File: config.mk
export PLATFORM = sky130hd
export DESIGN_NAME = control_sequencer
export DESIGN_NICKNAME = d
export VERILOG_FILES = /design/src/rtl/ctrl_pkg.sv /design/src/rtl/microcode_rom.sv /design/src/rtl/control_sequencer.sv
export SDC_FILE = /design/constraint.sdc
export NUM_CORES = 1
export LEC_CHECK = 0
export ABC_AREA = 1
export ABC_CLOCK_PERIOD_IN_PS = 3800
export CAP_MARGIN = 0
export CORE_MARGIN = 1
export CORE_UTILIZATION = 45
export CTS_BUF_LIST = sky130_fd_sc_hd__clkbuf_4 sky130_fd_sc_hd__clkbuf_8
export DETAILED_ROUTE_END_ITERATION = 7
export PLACE_DENSITY = 0.95
export RECOVER_POWER = 100
export SLEW_MARGIN = 20
export SYNTH_ARGS = -nofsm -noshare
export SYNTH_HDL_FRONTEND = slang
export SYNTH_HIERARCHICAL = 1
export SYNTH_SLANG_ARGS = --single-unit
export TNS_END_PERCENT = 10
File: constraint.sdc
create_clock -name clk -period 3.8 [get_ports clk]
set_input_delay 0.76 -clock clk [delete_from_list [all_inputs] [get_ports clk]]
set_output_delay 0.76 -clock clk [all_outputs]
set_load 0.02 [all_outputs]
File: src/rtl/ctrl_pkg.sv
`default_nettype none
// ============================================================================
//  Module      : ctrl_pkg
//  Description : Shared definitions for the control sequencer. These are the
//                opcodes, the one-hot bus-select codes, the microstep
//                encoding and the bit layout of the control word.
//  Revision    : 1.0 - initial release
// ============================================================================
package ctrl_pkg;

  localparam int OPC_W  = 4;
  localparam int STEP_W = 3;

  // Opcodes, taken from instr[7:4]
  localparam logic [OPC_W-1:0] OP_NOP = 4'd0;
  localparam logic [OPC_W-1:0] OP_LDA = 4'd1;
  localparam logic [OPC_W-1:0] OP_ADD = 4'd2;
  localparam logic [OPC_W-1:0] OP_SUB = 4'd3;
  localparam logic [OPC_W-1:0] OP_STA = 4'd4;
  localparam logic [OPC_W-1:0] OP_LDI = 4'd5;
  localparam logic [OPC_W-1:0] OP_JMP = 4'd6;
  localparam logic [OPC_W-1:0] OP_JC  = 4'd7;
  localparam logic [OPC_W-1:0] OP_JZ  = 4'd8;
  localparam logic [OPC_W-1:0] OP_OUT = 4'd14;
  localparam logic [OPC_W-1:0] OP_HLT = 4'd15;

  // One-hot bus driver selects
  localparam logic [5:0] BUS_MEM   = 6'd1;
  localparam logic [5:0] BUS_A     = 6'd2;
  localparam logic [5:0] BUS_B     = 6'd4;
  localparam logic [5:0] BUS_E     = 6'd8;
  localparam logic [5:0] BUS_PC    = 6'd16;
  localparam logic [5:0] BUS_INSTR = 6'd32;

  // Microsteps
  typedef enum logic [STEP_W-1:0] {
    T0 = 3'd0,
    T1 = 3'd1,
    T2 = 3'd2,
    T3 = 3'd3,
    T4 = 3'd4
  } step_t;

  // Control word layout: bus select in the low bits, then strobes, then
  // the internal halt request.
  localparam int CW_BUS_LSB  = 0;
  localparam int CW_BUS_MSB  = 5;
  localparam int CW_MAR_IN   = 6;
  localparam int CW_IR_IN    = 7;
  localparam int CW_PC_INC   = 8;
  localparam int CW_PC_IN    = 9;
  localparam int CW_A_IN     = 10;
  localparam int CW_B_IN     = 11;
  localparam int CW_MEM_WE   = 12;
  localparam int CW_ALU_SUB  = 13;
  localparam int CW_FLAGS_IN = 14;
  localparam int CW_OUT_IN   = 15;
  localparam int CW_HALT     = 16;
  localparam int CW_W        = 17;

endpackage
`default_nettype wire

File: src/rtl/microcode_rom.sv
`default_nettype none
// ============================================================================
//  Module      : microcode_rom
//  Description : Combinational microcode table. It maps the opcode, the
//                microstep and the flags to a control word, and flags the
//                final step of each instruction.
//  Revision    : 1.0 - initial release
// ============================================================================
module microcode_rom
  import ctrl_pkg::*;
(
  input  logic [OPC_W-1:0] opcode,
  input  step_t            step,
  input  logic             carry_flag,
  input  logic             zero_flag,
  output logic [CW_W-1:0]  ctrl_word,
  output logic             last_step
);

  // Decode the control word for the current step; flags only matter at T2
  always_comb begin
    ctrl_word = '0;
    last_step = 1'b0;
    unique case (step)
      T0: begin
        ctrl_word[CW_BUS_MSB:CW_BUS_LSB] = BUS_PC;
        ctrl_word[CW_MAR_IN]             = 1'b1;
      end
      T1: begin
        ctrl_word[CW_BUS_MSB:CW_BUS_LSB] = BUS_MEM;
        ctrl_word[CW_IR_IN]              = 1'b1;
        ctrl_word[CW_PC_INC]             = 1'b1;
        // NOP and the undefined opcodes 9..13 finish after the fetch
        case (opcode)
          OP_LDA, OP_ADD, OP_SUB, OP_STA, OP_LDI,
          OP_JMP, OP_JC, OP_JZ, OP_OUT, OP_HLT: last_step = 1'b0;
          default:                              last_step = 1'b1;
        endcase
      end
      T2: begin
        case (opcode)
          OP_LDA, OP_ADD, OP_SUB, OP_STA: begin
            ctrl_word[CW_BUS_MSB:CW_BUS_LSB] = BUS_INSTR;
            ctrl_word[CW_MAR_IN]             = 1'b1;
          end
          OP_LDI: begin
            ctrl_word[CW_BUS_MSB:CW_BUS_LSB] = BUS_INSTR;
            ctrl_word[CW_A_IN]               = 1'b1;
            last_step                        = 1'b1;
          end
          OP_JMP: begin
            ctrl_word[CW_BUS_MSB:CW_BUS_LSB] = BUS_INSTR;
            ctrl_word[CW_PC_IN]              = 1'b1;
            last_step                        = 1'b1;
          end
          OP_JC, OP_JZ: begin
            // A jump not taken drives nothing and simply ends the instruction
            if ((opcode == OP_JC) ? carry_flag : zero_flag) begin
              ctrl_word[CW_BUS_MSB:CW_BUS_LSB] = BUS_INSTR;
              ctrl_word[CW_PC_IN]              = 1'b1;
            end
            last_step = 1'b1;
          end
          OP_OUT: begin
            ctrl_word[CW_BUS_MSB:CW_BUS_LSB] = BUS_A;
            ctrl_word[CW_OUT_IN]             = 1'b1;
            last_step                        = 1'b1;
          end
          OP_HLT: begin
            ctrl_word[CW_HALT] = 1'b1;
            last_step          = 1'b1;
          end
          default: last_step = 1'b1;
        endcase
      end
      T3: begin
        case (opcode)
          OP_LDA: begin
            ctrl_word[CW_BUS_MSB:CW_BUS_LSB] = BUS_MEM;
            ctrl_word[CW_A_IN]               = 1'b1;
            last_step                        = 1'b1;
          end
          OP_ADD, OP_SUB: begin
            ctrl_word[CW_BUS_MSB:CW_BUS_LSB] = BUS_MEM;
            ctrl_word[CW_B_IN]               = 1'b1;
            ctrl_word[CW_ALU_SUB]            = (opcode == OP_SUB);
          end
          OP_STA: begin
            ctrl_word[CW_BUS_MSB:CW_BUS_LSB] = BUS_A;
            ctrl_word[CW_MEM_WE]             = 1'b1;
            last_step                        = 1'b1;
          end
          default: last_step = 1'b1;
        endcase
      end
      T4: begin
        if (opcode == OP_ADD || opcode == OP_SUB) begin
          ctrl_word[CW_BUS_MSB:CW_BUS_LSB] = BUS_E;
          ctrl_word[CW_A_IN]               = 1'b1;
          ctrl_word[CW_FLAGS_IN]           = 1'b1;
          ctrl_word[CW_ALU_SUB]            = (opcode == OP_SUB);
        end
        last_step = 1'b1;
      end
      default: last_step = 1'b1;
    endcase
  end

endmodule
`default_nettype wire

File: src/rtl/control_sequencer.sv
`default_nettype none
// ============================================================================
//  Module      : control_sequencer
//  Description : Microstep controller for the 8-bit computer. It holds the
//                step counter and the halt state, and it gates the decoded
//                control word with run/halted.
//  Revision    : 1.0 - initial release
// ============================================================================
module control_sequencer
  import ctrl_pkg::*;
(
  input  logic       clk,
  input  logic       rst,
  input  logic       run,
  input  logic [7:0] instr,
  input  logic       carry_flag,
  input  logic       zero_flag,
  output logic [5:0] out_signals,
  output logic       mar_in,
  output logic       ir_in,
  output logic       pc_inc,
  output logic       pc_in,
  output logic       a_in,
  output logic       b_in,
  output logic       mem_we,
  output logic       alu_sub,
  output logic       flags_in,
  output logic       out_in,
  output logic       halted,
  output logic [2:0] step
);

  step_t            r_step;
  step_t            w_step_next;
  logic             r_halted;
  logic             w_halted_next;
  logic [CW_W-1:0]  w_ctrl_word;
  logic [CW_W-1:0]  w_ctrl_gated;
  logic             w_last_step;
  logic             w_active;
  logic             w_unused_operand;

  // The operand nibble is consumed by the datapath, not by the sequencer
  assign w_unused_operand = ^instr[3:0];

  microcode_rom u_rom (
    .opcode     (instr[7:4]),
    .step       (r_step),
    .carry_flag (carry_flag),
    .zero_flag  (zero_flag),
    .ctrl_word  (w_ctrl_word),
    .last_step  (w_last_step)
  );

  // Step counter and halt flag; reset has priority over run and halt
  always_ff @(posedge clk) begin
    if (rst) begin
      r_step   <= T0;
      r_halted <= 1'b0;
    end else begin
      r_step   <= w_step_next;
      r_halted <= w_halted_next;
    end
  end

  // Next step, halt entry and output gating
  always_comb begin
    w_step_next   = r_step;
    w_halted_next = r_halted;
    w_active      = run && !r_halted;
    w_ctrl_gated  = w_active ? w_ctrl_word : '0;
    if (w_active) begin
      if (w_ctrl_word[CW_HALT]) begin
        w_halted_next = 1'b1;
        w_step_next   = T0;
      end else if (w_last_step) begin
        w_step_next = T0;
      end else begin
        w_step_next = step_t'(r_step + 3'd1);
      end
    end
  end

  assign out_signals = w_ctrl_gated[CW_BUS_MSB:CW_BUS_LSB];
  assign mar_in      = w_ctrl_gated[CW_MAR_IN];
  assign ir_in       = w_ctrl_gated[CW_IR_IN];
  assign pc_inc      = w_ctrl_gated[CW_PC_INC];
  assign pc_in       = w_ctrl_gated[CW_PC_IN];
  assign a_in        = w_ctrl_gated[CW_A_IN];
  assign b_in        = w_ctrl_gated[CW_B_IN];
  assign mem_we      = w_ctrl_gated[CW_MEM_WE];
  assign alu_sub     = w_ctrl_gated[CW_ALU_SUB];
  assign flags_in    = w_ctrl_gated[CW_FLAGS_IN];
  assign out_in      = w_ctrl_gated[CW_OUT_IN];
  assign halted      = r_halted;
  assign step        = r_step;

endmodule
`default_nettype wire

==> out/qor.csv <==
stage,metric,value,unit
die,num_io_pins,33,
setup_path,crit_path_max_fanout,5,
placed_design,gp_congestion,0.791,
global_route,met1_usage,25.2,%
route,ant_nets,0,
global_route,grt_pass1_vias,667,
route,num_vias,863,
timing,worst_pin_slew,0.551,ns
yosys,yosysWarnings,6,
die,fp.dieW,40.8,µm
run_status,outcome,"complete, no violations",
job,maxCapViolCount,0,
cts,cts_tree,built,
cts,cts_resized,0,
cts,clockRootBuffer,clkbuf_4,
pwr,power_density,206,nW/µm²
finish,fin_nets,178,
placed_design,portBuffers,27,
die,start_util,50.1,%
yosys,ys_types,22,
timing,slew_headroom,63.2,%
hold_path,hold_end,halted,
global_route,use_met2,41.4,%
setup_path,reg2regPathDepth,9,
yosys,synth.cell_area,677,µm²
timing,rsz0062_at_grt,false,
timing,final.period_utilization,93.7,%
global_route,overflow,0,
yosys,synthTopCellsByArea,"inv_1, nand2_1, nor2_1",
route,first_pass_iters,4,
pwr,vdd_drop_max,0.136,mV
route,wire_per_inst,9.32,µm
setup_path,crit_type,in2out,
timing,max_freq,281,MHz
global_route,busiest_layer,met2,
cts,clk_path_buf_depth,2,
timing,hold_slack,0.550,ns
cts,cts_sinks,4,
hold_path,hold_class,reg2reg,
cts,numCtsBuffers,3,
yosys,yosys.area.top_type,inv_1,
timing,setup_tns,0,ns
route,dr.first_iter.drc_count,27,
cts,postCtsHoldBufs,0,
route,wl,1650,µm
yosys,synth_edf_count,0,
yosys,yosys_register_bits,4,
timing,hold_violations,0,
yosys,synthArstFlopShare,0,%
yosys,yosys.cell_count.top_type,inv_1,
timing,fin_skew,0.00583,ns
yosys,netlist_top_cells_count,"inv_1, nand2_1, nor2_1, nand3_1, nand4_1",
yosys,synth_cells,136,
route,drc,0,
yosys,syn_nets,150,
die,coreArea,1350,µm²
die,die_y,40.8,µm
finish,fill_cells,125,
timing,fin_crit,3.56,ns
placed_design,dpl.hpwl,1270,µm
finish,area_growth,41.0,%
finish,diodes,0,
yosys,synth.top_cell.area_share,19.4,%
pwr,p_leak,0.504,nW
cts,clk_latency,0.24,ns
yosys,synth_ff_type,dfxtp_1,
yosys,yosysSeqAreaShare,11.8,%
setup_path,start_kind,input port,
die,die_area,1660,µm²
route,viasPerCell,4.88,
yosys,syn_avg_cell_area,4.98,µm²
global_route,grt_max_degree,20,
hold_path,hp-start,halted,
finish,drive_gt1_share,6.17,%
setup_path,r2r-end,step[1],
setup_path,r2r-start,step[1],
setup_path,critPathArrivalTime,2.80,ns
cts,clk_pin_slew_worst_paths,0.04,ns
die,rows,13,
hold_path,hold_path_depth,2,
global_route,grt_usage,22.8,%
setup_path,cp_data_required_time,3.04,ns
global_route,antenna_found_initial,0,
global_route,met3_usage,2.17,%
setup_path,reg2reg_setup_slack,2.34,ns
cts,cts_max_level,1,
cts,post-cts-setup-buffers,0,
setup_path,cp-end-kind,output port,
global_route,grt_pass1_wl,2580,µm
timing,setup_viol,0,
timing,drv_slew,0,
==> cell type report <==
class                           instances  area [µm²]  area share [%]
Clock buffer                            3        22.5            2.36
Tap cell                               15        18.8            1.97
Inverter                               38         143            14.9
Multi-Input combinational cell         90         420            44.0
Timing Repair Buffer                   27         270            28.3
Sequential cell                         4        80.1            8.39
==> critical path, stage by stage <==
cell,delay [ns]
dlygate4sd3_1,0.62
inv_1,0.12
nand2_1,0.07
inv_1,0.09
nand2_1,0.14
o22ai_2,0.17
inv_1,0.05
nor2_1,0.09
dlygate4sd3_1,0.69
==> per-layer routing <==
metal | share of wire (%) | wire length, µm
met5 | 0 | 0
met1 | 44 | 719
met2 | 51 | 843
met3 | 4.5 | 74
met4 | 0.73 | 12
==> report_power, final <==
group	switching, mW	internal, mW	total [mW]	leakage [nW]
logic	0.0533	0.0356	0.0889	0.458
clock network	0.0212	0.0356	0.0568	0.0138
registers	0.00554	0.0449	0.0505	0.0327
==> metrics by stage <==
step / area, µm² / total power [mW] / setup slack [ns] / instances / util (%)
after floorplan: 677 / 0.111 / 1.38 / 136 / -
after global placement: 935 / 0.141 / 0.406 / 174 / 69.2
after detailed placement: 935 / 0.142 / 0.385 / 174 / 69.2
after CTS: 957 / 0.201 / 0.388 / 177 / 70.9
after global routing: 955 / 0.212 / 0.115 / 177 / 70.7
final: 955 / 0.196 / 0.240 / 177 / 70.7
==> state kept, by name (all words and copies together), names as in the netlist <==
register,count
halted,1
step,3
==> how the worst max path moves through the flow <==
stage	from	endpoint
2_1_floorplan	instr[5]	mar_in
3_3_place_gp	instr[5]	mar_in
3_5_place_dp	instr[5]	out_signals[5]
4_1_cts	instr[5]	mar_in
5_1_grt	instr[5]	out_signals[5]
6_report	instr[7]	out_signals[1]
==> layout by cell type (no fill, tap or decap), drive strengths merged, types with 3 or more instances in the layout <==
cell type | Yosys | final
a21oi | 3 | 3
clkbuf | 0 | 3
clkdlybuf4s50 | 0 | 10
dfxtp | 4 | 4
dlygate4sd3 | 0 | 17
inv | 37 | 37
nand2 | 34 | 34
nand3 | 8 | 8
nand4 | 5 | 5
nor2 | 31 | 31
o21ai | 4 | 4
==> cell families after synthesis <==
family                     synth area share (%)
AOI/OAI and AO/OA                          8.13
buffers and inverters                      25.7
DFF                                        11.8
adders and majority gates                  1.85
other                                     0.554
and+or+nand+nor                            51.9
(Power assumes the default switching activity.)
